`src/rtl/pv1000_ram_uploader.sv`:
```
// Streams the PV-1000 system dpram back to the HPS over the hps_io ioctl upload handshake.
// Define PV1000_UPLOAD_CKSUM_EN to add a modulo-256 byte checksum output (cksum).
module pv1000_ram_uploader #(
   parameter int unsigned ADDR_W  = 16,
   parameter int unsigned SIZE    = 65536,
   parameter int unsigned BASE    = 0,
   parameter int unsigned TIMEOUT = 16777215
) (
   input  logic              clk,
   input  logic              reset,
   input  logic              save_req,
   output logic              ioctl_upload_req,
   input  logic              ioctl_upload,
   input  logic              ioctl_rd,
   input  logic [24:0]       ioctl_addr,
   output logic [7:0]        ioctl_din,
   output logic [ADDR_W-1:0] ram_a,
   input  logic [7:0]        ram_q,
   output logic              busy,
   output logic              done,
`ifdef PV1000_UPLOAD_CKSUM_EN
   output logic              err,
   output logic [7:0]        cksum
`else
   output logic              err
`endif
);

   localparam int unsigned CNT_W = (TIMEOUT < 2) ? 1 : $clog2(TIMEOUT);

   typedef enum logic [2:0] {
      S_IDLE,
      S_REQ,
      S_WAIT,
      S_ACTIVE,
      S_DRAIN,
      S_FLUSH
   } state_t;

   state_t           state, state_next;
   logic [CNT_W-1:0] cnt, cnt_next;
   logic             done_next, err_next;
   logic             rd_go;
   logic             s1_v, s1_oob, s2_v, s2_oob;
   logic [7:0]       byte_out;

   always_ff @(posedge clk or posedge reset) begin
      if (reset) begin
         state <= S_IDLE;
         cnt   <= '0;
         done  <= 1'b0;
         err   <= 1'b0;
      end else begin
         state <= state_next;
         cnt   <= cnt_next;
         done  <= done_next;
         err   <= err_next;
      end
   end

   // The counter runs from the REQ cycle, so err lands TIMEOUT clocks after REQ.
   always_comb begin
      state_next       = state;
      cnt_next         = cnt;
      done_next        = 1'b0;
      err_next         = 1'b0;
      ioctl_upload_req = (state == S_REQ);
      busy             = (state != S_IDLE);
      case (state)
         S_IDLE: begin
            cnt_next = '0;
            if (save_req) state_next = S_REQ;
         end
         S_REQ: begin
            cnt_next   = cnt + 1'b1;
            state_next = S_WAIT;
         end
         S_WAIT: begin
            if (ioctl_upload) begin
               state_next = S_ACTIVE;
               cnt_next   = '0;
            end else if (32'(cnt) >= TIMEOUT - 1) begin
               state_next = S_IDLE;
               cnt_next   = '0;
               err_next   = 1'b1;
            end else begin
               cnt_next = cnt + 1'b1;
            end
         end
         S_ACTIVE: if (!ioctl_upload) state_next = S_DRAIN;
         S_DRAIN:  state_next = S_FLUSH;
         S_FLUSH: begin
            state_next = S_IDLE;
            done_next  = 1'b1;
         end
         default:  state_next = S_IDLE;
      endcase
   end

   assign rd_go    = ioctl_rd && (state == S_ACTIVE);
   assign byte_out = s2_oob ? 8'hFF : ram_q;

   // Two-stage valid pipeline matches the dpram's registered read; drains after upload falls.
   always_ff @(posedge clk or posedge reset) begin
      if (reset) begin
         ram_a     <= '0;
         ioctl_din <= '0;
         s1_v      <= 1'b0;
         s1_oob    <= 1'b0;
         s2_v      <= 1'b0;
         s2_oob    <= 1'b0;
      end else begin
         s1_v <= rd_go;
         if (rd_go) begin
            ram_a  <= ADDR_W'(BASE) + ioctl_addr[ADDR_W-1:0];
            s1_oob <= 32'(ioctl_addr) >= SIZE;
         end
         s2_v   <= s1_v;
         s2_oob <= s1_oob;
         if (s2_v) ioctl_din <= byte_out;
      end
   end

`ifdef PV1000_UPLOAD_CKSUM_EN
   always_ff @(posedge clk or posedge reset) begin
      if (reset) begin
         cksum <= '0;
      end else if (state == S_IDLE && save_req) begin
         cksum <= '0;
      end else if (s2_v) begin
         cksum <= cksum + byte_out;
      end
   end
`endif

endmodule
```
`config.mk`:
```
export PLATFORM = sky130hd
export DESIGN_NAME = pv1000_ram_uploader
export DESIGN_NICKNAME = d
export VERILOG_FILES = /design/src/rtl/pv1000_ram_uploader.sv
export SDC_FILE = /design/constraint.sdc
export NUM_CORES = 1
export LEC_CHECK = 0
export BUFFER_PORTS_ARGS = -buffer_cell sky130_fd_sc_hd__clkbuf_2
export CORE_UTILIZATION = 57
export DETAILED_ROUTE_END_ITERATION = 8
export MAX_ROUTING_LAYER = met4
export PLACE_DENSITY = 0.95
export SYNTH_ARGS = -nofsm -noshare
export SYNTH_HDL_FRONTEND = slang
export SYNTH_SLANG_ARGS = --single-unit
```
`constraint.sdc`:
```
create_clock -name clk -period 5.2 [get_ports clk]
set_clock_uncertainty 0.15 [all_clocks]
set_input_delay 1.56 -clock clk [delete_from_list [all_inputs] [get_ports clk]]
set_output_delay 1.56 -clock clk [all_outputs]
set_load 0.01 [all_outputs]
```
==> metrics, run 1 <==
sequential area share after synthesis=approximately 55%; Total Routing Usage GR=28.4%; post-synthesis compound-gate area fraction=16.0%; die height=69.7 µm; ys async rst share=100%; largest net degree at the start of global routing=53; Max Buffers Root-to-Sink=2; Netlist cell types=41; Peak Freq=0.306 GHz; syn avg cell area=between 10 and 15 µm²; status=finished clean; htree depth=3; Synth Register Bits=57; CP Data Arrival Time=1550 ps; hpwl dp=4070 µm; register share of total power=approximately 41%; area added between synthesis and finish=22.0%; Overflow after GRT=0; CTS resizes=0; Core ar.=0.00438 mm²; peak supply drop=324 µV; Tmin final=3260 ps; FF/Latch Area=0.00143 mm²; n_diodes=0; worst-margin pin slew=1040 ps; routed len/inst=between 15 and 20 µm; width of the chip=between 60 and 70 µm; Routability Congestion=0.822; vias in the first global route=2,164; Total Power=1610 µW; # DRC=0; crit end category=output pin; FILL cells=307; Setup Viol. Count Final=0; Synth Area in Adders=less than 1%; Leakage=~0.0014 µW; hold_buf cts=0; nature of the critical path startpoint=flip-flop; final antenna-violating net count=0; Slew Limit Fails=0; post-CTS setup buffers=0; Setup Crit Path Kind=flip-flop to output pin; Simple-Gate Fraction of Synth Area=between 15 and 20%; initial core utilization=59.6%; largest family of logic cells by synthesized area=compound AO/OA/AOI/OAI gates; setup ws final=1940 ps; setup TNS=0 ps; Fin Hold WS=220 ps; CP required=3490 ps; final cell count without fillers=348; IO buf count=65; Hold Fails Final Rpt=0; Ys Warns=0; initial antenna violation count=0; Sw Share=33.8%; Clk pwr share=30.6%; PD cells=505 mW/mm²; synthesized area=0.00261 mm²; xor/xnor share of the synthesized area=3.02%; routed via count=~2,200; Post-Syn Instances=roughly 230; DR vias/cell=6.27; Top FF cell, synth=dfrtp_1; Hold Path Class=flip-flop to flip-flop; CTS buffer count=9; CTS tree=built; worst slack, placed=2210 ps; synthesized net count=268; router iterations before antenna repair=4; Max transition margin=between 30% and 40%; site row count=24; Die ar.=0.00486 mm²; Final Cycle Share=between 60% and 70%; first-pass GRT wire length=a little over 10,000 µm; Worst Path Max Fanout=12; Final nets=331; number of enable flip-flop cells after synthesis=0; Pint=1060 µW; multi-input logic area=0.00111 mm²; Switching Power=545 µW; DP Cell Count=332; RSZ-0062 raised after global routing=false; DRT iter0 DRCs=around 180; WL final=slightly above 6000 µm; clk_lat worst skew=350 ps; IO Pins=66; MaxCap Viol Count=0; Sink Count=57; Clk Tree Root Cell=clkbuf_8; fraction of layout cells with a size suffix above 1=35.5%; combinational group share of total power=28.1%; clock slew at reported path FFs=roughly 70 ps; post-synthesis mux area share=6.90%
-- worst paths after layout --
kind / cells past startpoint / end / from / slack [ps]
max in group asynchronous: 3 / cnt[8] / reset / 3140
max reg2reg: 4 / cnt[19] / cnt[8] / 2310
min in group asynchronous: 2 / ram_a[7] / reset / 910
max: 3 / ioctl_upload_req / state[0] / 1940
min: 0 / s2_v / s1_v / 220
min reg2reg: 0 / s2_v / s1_v / 220
-- area by class of cell --
cell class              count  area share [%]
multi-input cells         153            34.8
clock inverters             4            2.32
well taps                  52            2.04
flip-flops and latches     57            44.8
clock buffers              12            5.18
repair buffers             66            10.4
inverters                   4           0.471
-- through the flow --
| stage | utilization [%] | cell area, µm² |
|---|---|---|
| finish | 72.7 | 3190 |
| global route | 72.7 | 3190 |
| CTS | 72.7 | 3190 |
| detailed placement | 67.2 | 2950 |
| global placement | 67.2 | 2950 |
| floorplan | - | 2610 |
-- flip-flops by register name, indices dropped and copies added, names as in the netlist --
register	flops
done	1
state	3
cnt	24
err	1
ram_a	16
ioctl_din	8
s1_v	1
s2_oob	1
s1_oob	1
s2_v	1
-- worst max-delay path: stages, from the launching register on --
cell	delay [ps]
dfrtp_1	580
nor2b_1	320
nor2b_1	170
clkbuf_2	140
-- kinds of logic after synthesis --
kind of cell	Yosys count
and+or+nand+nor	67
muxes	16
DFF	57
adders and majority gates	2
buffers and inverters	18
xor gates and xnor gates	9
AOI/OAI and AO/OA	59
-- power by group through the flow --
stage / registers (µW) / logic (µW) / clock network [µW]
after floorplan: 665 / 269 / 0
after global placement: 652 / 420 / 0
after detailed placement: 668 / 441 / 0
after CTS: 663 / 454 / 493
after global routing: 681 / 482 / 517
final: 665 / 452 / 492
-- layer usage --
layer / vias to the layer above / track usage [%] / part of all wire (%)
met5: - / - / 0
met3: 21 / 6.69 / 3.7
met4: 0 / 15.6 / 3.4
li1: 1003 / - / -
met2: 65 / 46.7 / 54
met1: 1093 / 32.1 / 39
-- synthesized netlist by cell type, drive strengths merged, types with 2 or more instances --
cell type | count | area share, %
dfrtp | 57 | 55
mux2 | 16 | 6.9
a22oi | 14 | 4.2
or4 | 12 | 3.6
a21oi | 11 | 2.1
nand4 | 11 | 2.6
clkbuf | 10 | 1.4
nand2 | 10 | 1.4
o31ai | 10 | 2.9
o21ai | 9 | 1.9
nand3 | 8 | 1.7
o22a | 8 | 2.7
or3 | 5 | 1.2
xnor2 | 5 | 1.7
buf | 4 | 1.0
inv | 4 | 0.57
nor3 | 4 | 0.77
xor2 | 4 | 1.3
and3 | 3 | 0.72
nor2 | 3 | 0.43
nor2b | 3 | 0.72
and4 | 2 | 0.67
ha | 2 | 0.96
nor4 | 2 | 0.48
-- placed cells by master (no fill, tap or decap), drive strengths merged, types with 2 or more instances in the layout --
| cell type | count |
|---|---|
| and3 | 3 |
| o21ai | 9 |
| inv | 4 |
| xnor2 | 5 |
| or3 | 5 |
| nand2 | 10 |
| xor2 | 4 |
| or4 | 12 |
| nor4 | 2 |
| clkinv | 2 |
| bufinv | 2 |
| dfrtp | 57 |
| nor2b | 3 |
| nor3 | 4 |
| o22a | 8 |
| clkbuf | 77 |
| a21oi | 11 |
| o31ai | 10 |
| and4 | 2 |
| nand3 | 8 |
| ha | 2 |
| nor2 | 3 |
| mux2 | 16 |
| a22oi | 14 |
| nand4 | 11 |
(Power assumes the default switching activity.)
==> run 2: changes to the inputs <==
Settings changed: CORE_UTILIZATION 57 to 52, PLACE_DENSITY 0.95 to 0.89.
Clock period 5.2 ns to 3.1 ns, I/O delays scaled along.
==> metrics, run 2 (synthesized netlist as in run 1, its figures left out) <==
status=finished clean; # DRC=0 (unchanged); multi-input logic area=0.00111 mm² (-0.23%); Hold Path End=s2_v; routed len/inst=15.5 µm (-13%); Leakage=0.00145 µW (+1.3%); Peak Freq=0.396 GHz; hold_buf cts=0 (unchanged); Total Power=2700 µW (+68%); Hold Fails Final Rpt=0 (unchanged); Sink Count=57 (unchanged); Setup Viol. Count Final=0 (unchanged); commonest non-fill, non-tap cell in the layout=clkbuf_2; IO buf count=65 (unchanged); Routability Congestion=0.817 (-0.61%); Hold Crit Depth=0 (unchanged); Worst Path Max Fanout=12 (unchanged); PD cells=832 mW/mm² (+65%); reg2reg end=cnt[20]; fraction of layout cells with a size suffix above 1=35.9% (+0.41 points); Hold Path Class=flip-flop to flip-flop; Buffers & Inverters on Critical Path=1 (unchanged); routed via count=2,140 (-1.9%); WL final=5690 µm (-8.2%); CTS tree=built; FF/Latch Area=0.00143 mm² (unchanged); MaxCap Viol Count=0 (unchanged); Tmin final=2530 ps; sequence of cells on the critical path=nor2b_1, nor2b_1, clkbuf_2; vias in the first global route=2,024 (-6.5%); R2R Setup Slk=600 ps (-1710 ps); nature of the critical path startpoint=flip-flop; top flop regs=cnt x24, ram_a x16, ioctl_din x8; Max Buffers Root-to-Sink=2 (unchanged); DR vias/cell=5.82 (-7.3%); slowest CP cell=dfrtp_1; clk_lat worst skew=340 ps (about the same); CP Data Arrival Time=1450 ps (-100 ps); max reg flops=24 (unchanged); first-pass GRT wire length=8980 µm (-13%); Setup Crit Path Kind=flip-flop to output pin; clock slew at reported path FFs=60 ps (about the same); initial antenna violation count=0 (unchanged); Overflow after GRT=0 (unchanged); die height=72.9 µm (+4.6%); peak supply drop=555 µV (+71%); Worst R2R Path Depth=4 (unchanged); DRT iter0 DRCs=137 (-24%); Clk Tree Root Cell=clkbuf_8; Crit path top cell by count=nor2b_1; Slew Limit Fails=0 (unchanged); Area after DPL=0.00300 mm² (+1.8%); hold wc startpoint=s1_v; most frequent cells in the layout=clkbuf_2, dfrtp_1, mux2_2, a22oi_1; area added between synthesis and finish=24.3%; worst-margin pin slew=699 ps (-336 ps); IO Pins=66 (unchanged); FILL cells=355 (+16%); final antenna-violating net count=0 (unchanged); reg-to-reg startpoint=state[2]; Worst path max stage delay=520 ps (-60 ps); largest net degree at the start of global routing=35 (-34%); router iterations before antenna repair=4 (unchanged); Final nets=336 (+1.5%); Total Routing Usage GR=23.6% (-4.8 points); initial core utilization=54.6% (-5.0 points); setup TNS=0 ps (unchanged); CP required=2020 ps (-1470 ps); crit-path leading delay family=flip-flops; post-CTS setup buffers=0 (unchanged); hpwl dp=3870 µm (-4.9%); htree depth=3 (unchanged); Max transition margin=53.3% (+22 points); design area=0.00325 mm² (+1.8%); CTS resizes=0 (unchanged); Final Cycle Share=81.5%; crit end category=output pin; Die ar.=0.00531 mm² (+9.3%); Biggest register=cnt; CTS buffer count=9 (unchanged); Core ar.=0.00479 mm² (+9.2%); n_diodes=0 (unchanged); RSZ-0062 raised after global routing=false; width of the chip=72.9 µm (+4.6%); site row count=25 (+4.2%)
[run 2: final cells by class]
cell class	count	area share, %
Inverter	4	0.463
Clock buffer	11	4.36
Sequential cell	57	43.9
Multi-Input combinational cell	153	34.1
Clock inverter	5	3.16
Timing Repair Buffer	71	11.4
Tap cell	67	2.58
[run 2: stage by stage]
step	cells	hold WS (ps)	setup WS (ps)	util (%)
2_1_floorplan	228	181	620	-
3_3_place_gp	352	183	824	62.7
3_5_place_dp	352	198	671	62.7
4_1_cts	368	218	557	67.8
5_1_grt	368	224	417	67.8
6_report	368	216	575	67.8
[run 2: report_power, final]
| part | switching, µW | total, µW | internal, µW |
|---|---|---|---|
| clock network | 294 | 849 | 555 |
| logic | 406 | 759 | 353 |
| registers | 162 | 1090 | 932 |
| total | 862 | 2700 | 1840 |
[run 2: routing by layer]
layer	wire [µm]	up-vias	share of wire [%]	global-route usage (%)
met3	198	11	3.5	5.66
met2	3040	49	53	37.3
met5	0	-	0	-
li1	-	1015	-	-
met1	2340	1065	41	28.0
met4	110	0	1.9	12.4
[run 2: worst max-delay path by stage]
stage / startpoint / to / slack (ps) / depth (start not counted)
after global placement: state[2] / cnt[18] / 820 / 4
after detailed placement: state[2] / cnt[18] / 670 / 4
final: state[0] / ioctl_upload_req / 570 / 3
after floorplan: reset / cnt[0] / 620 / 1
after global routing: state[2] / cnt[20] / 420 / 4
after CTS: state[0] / ioctl_upload_req / 560 / 3
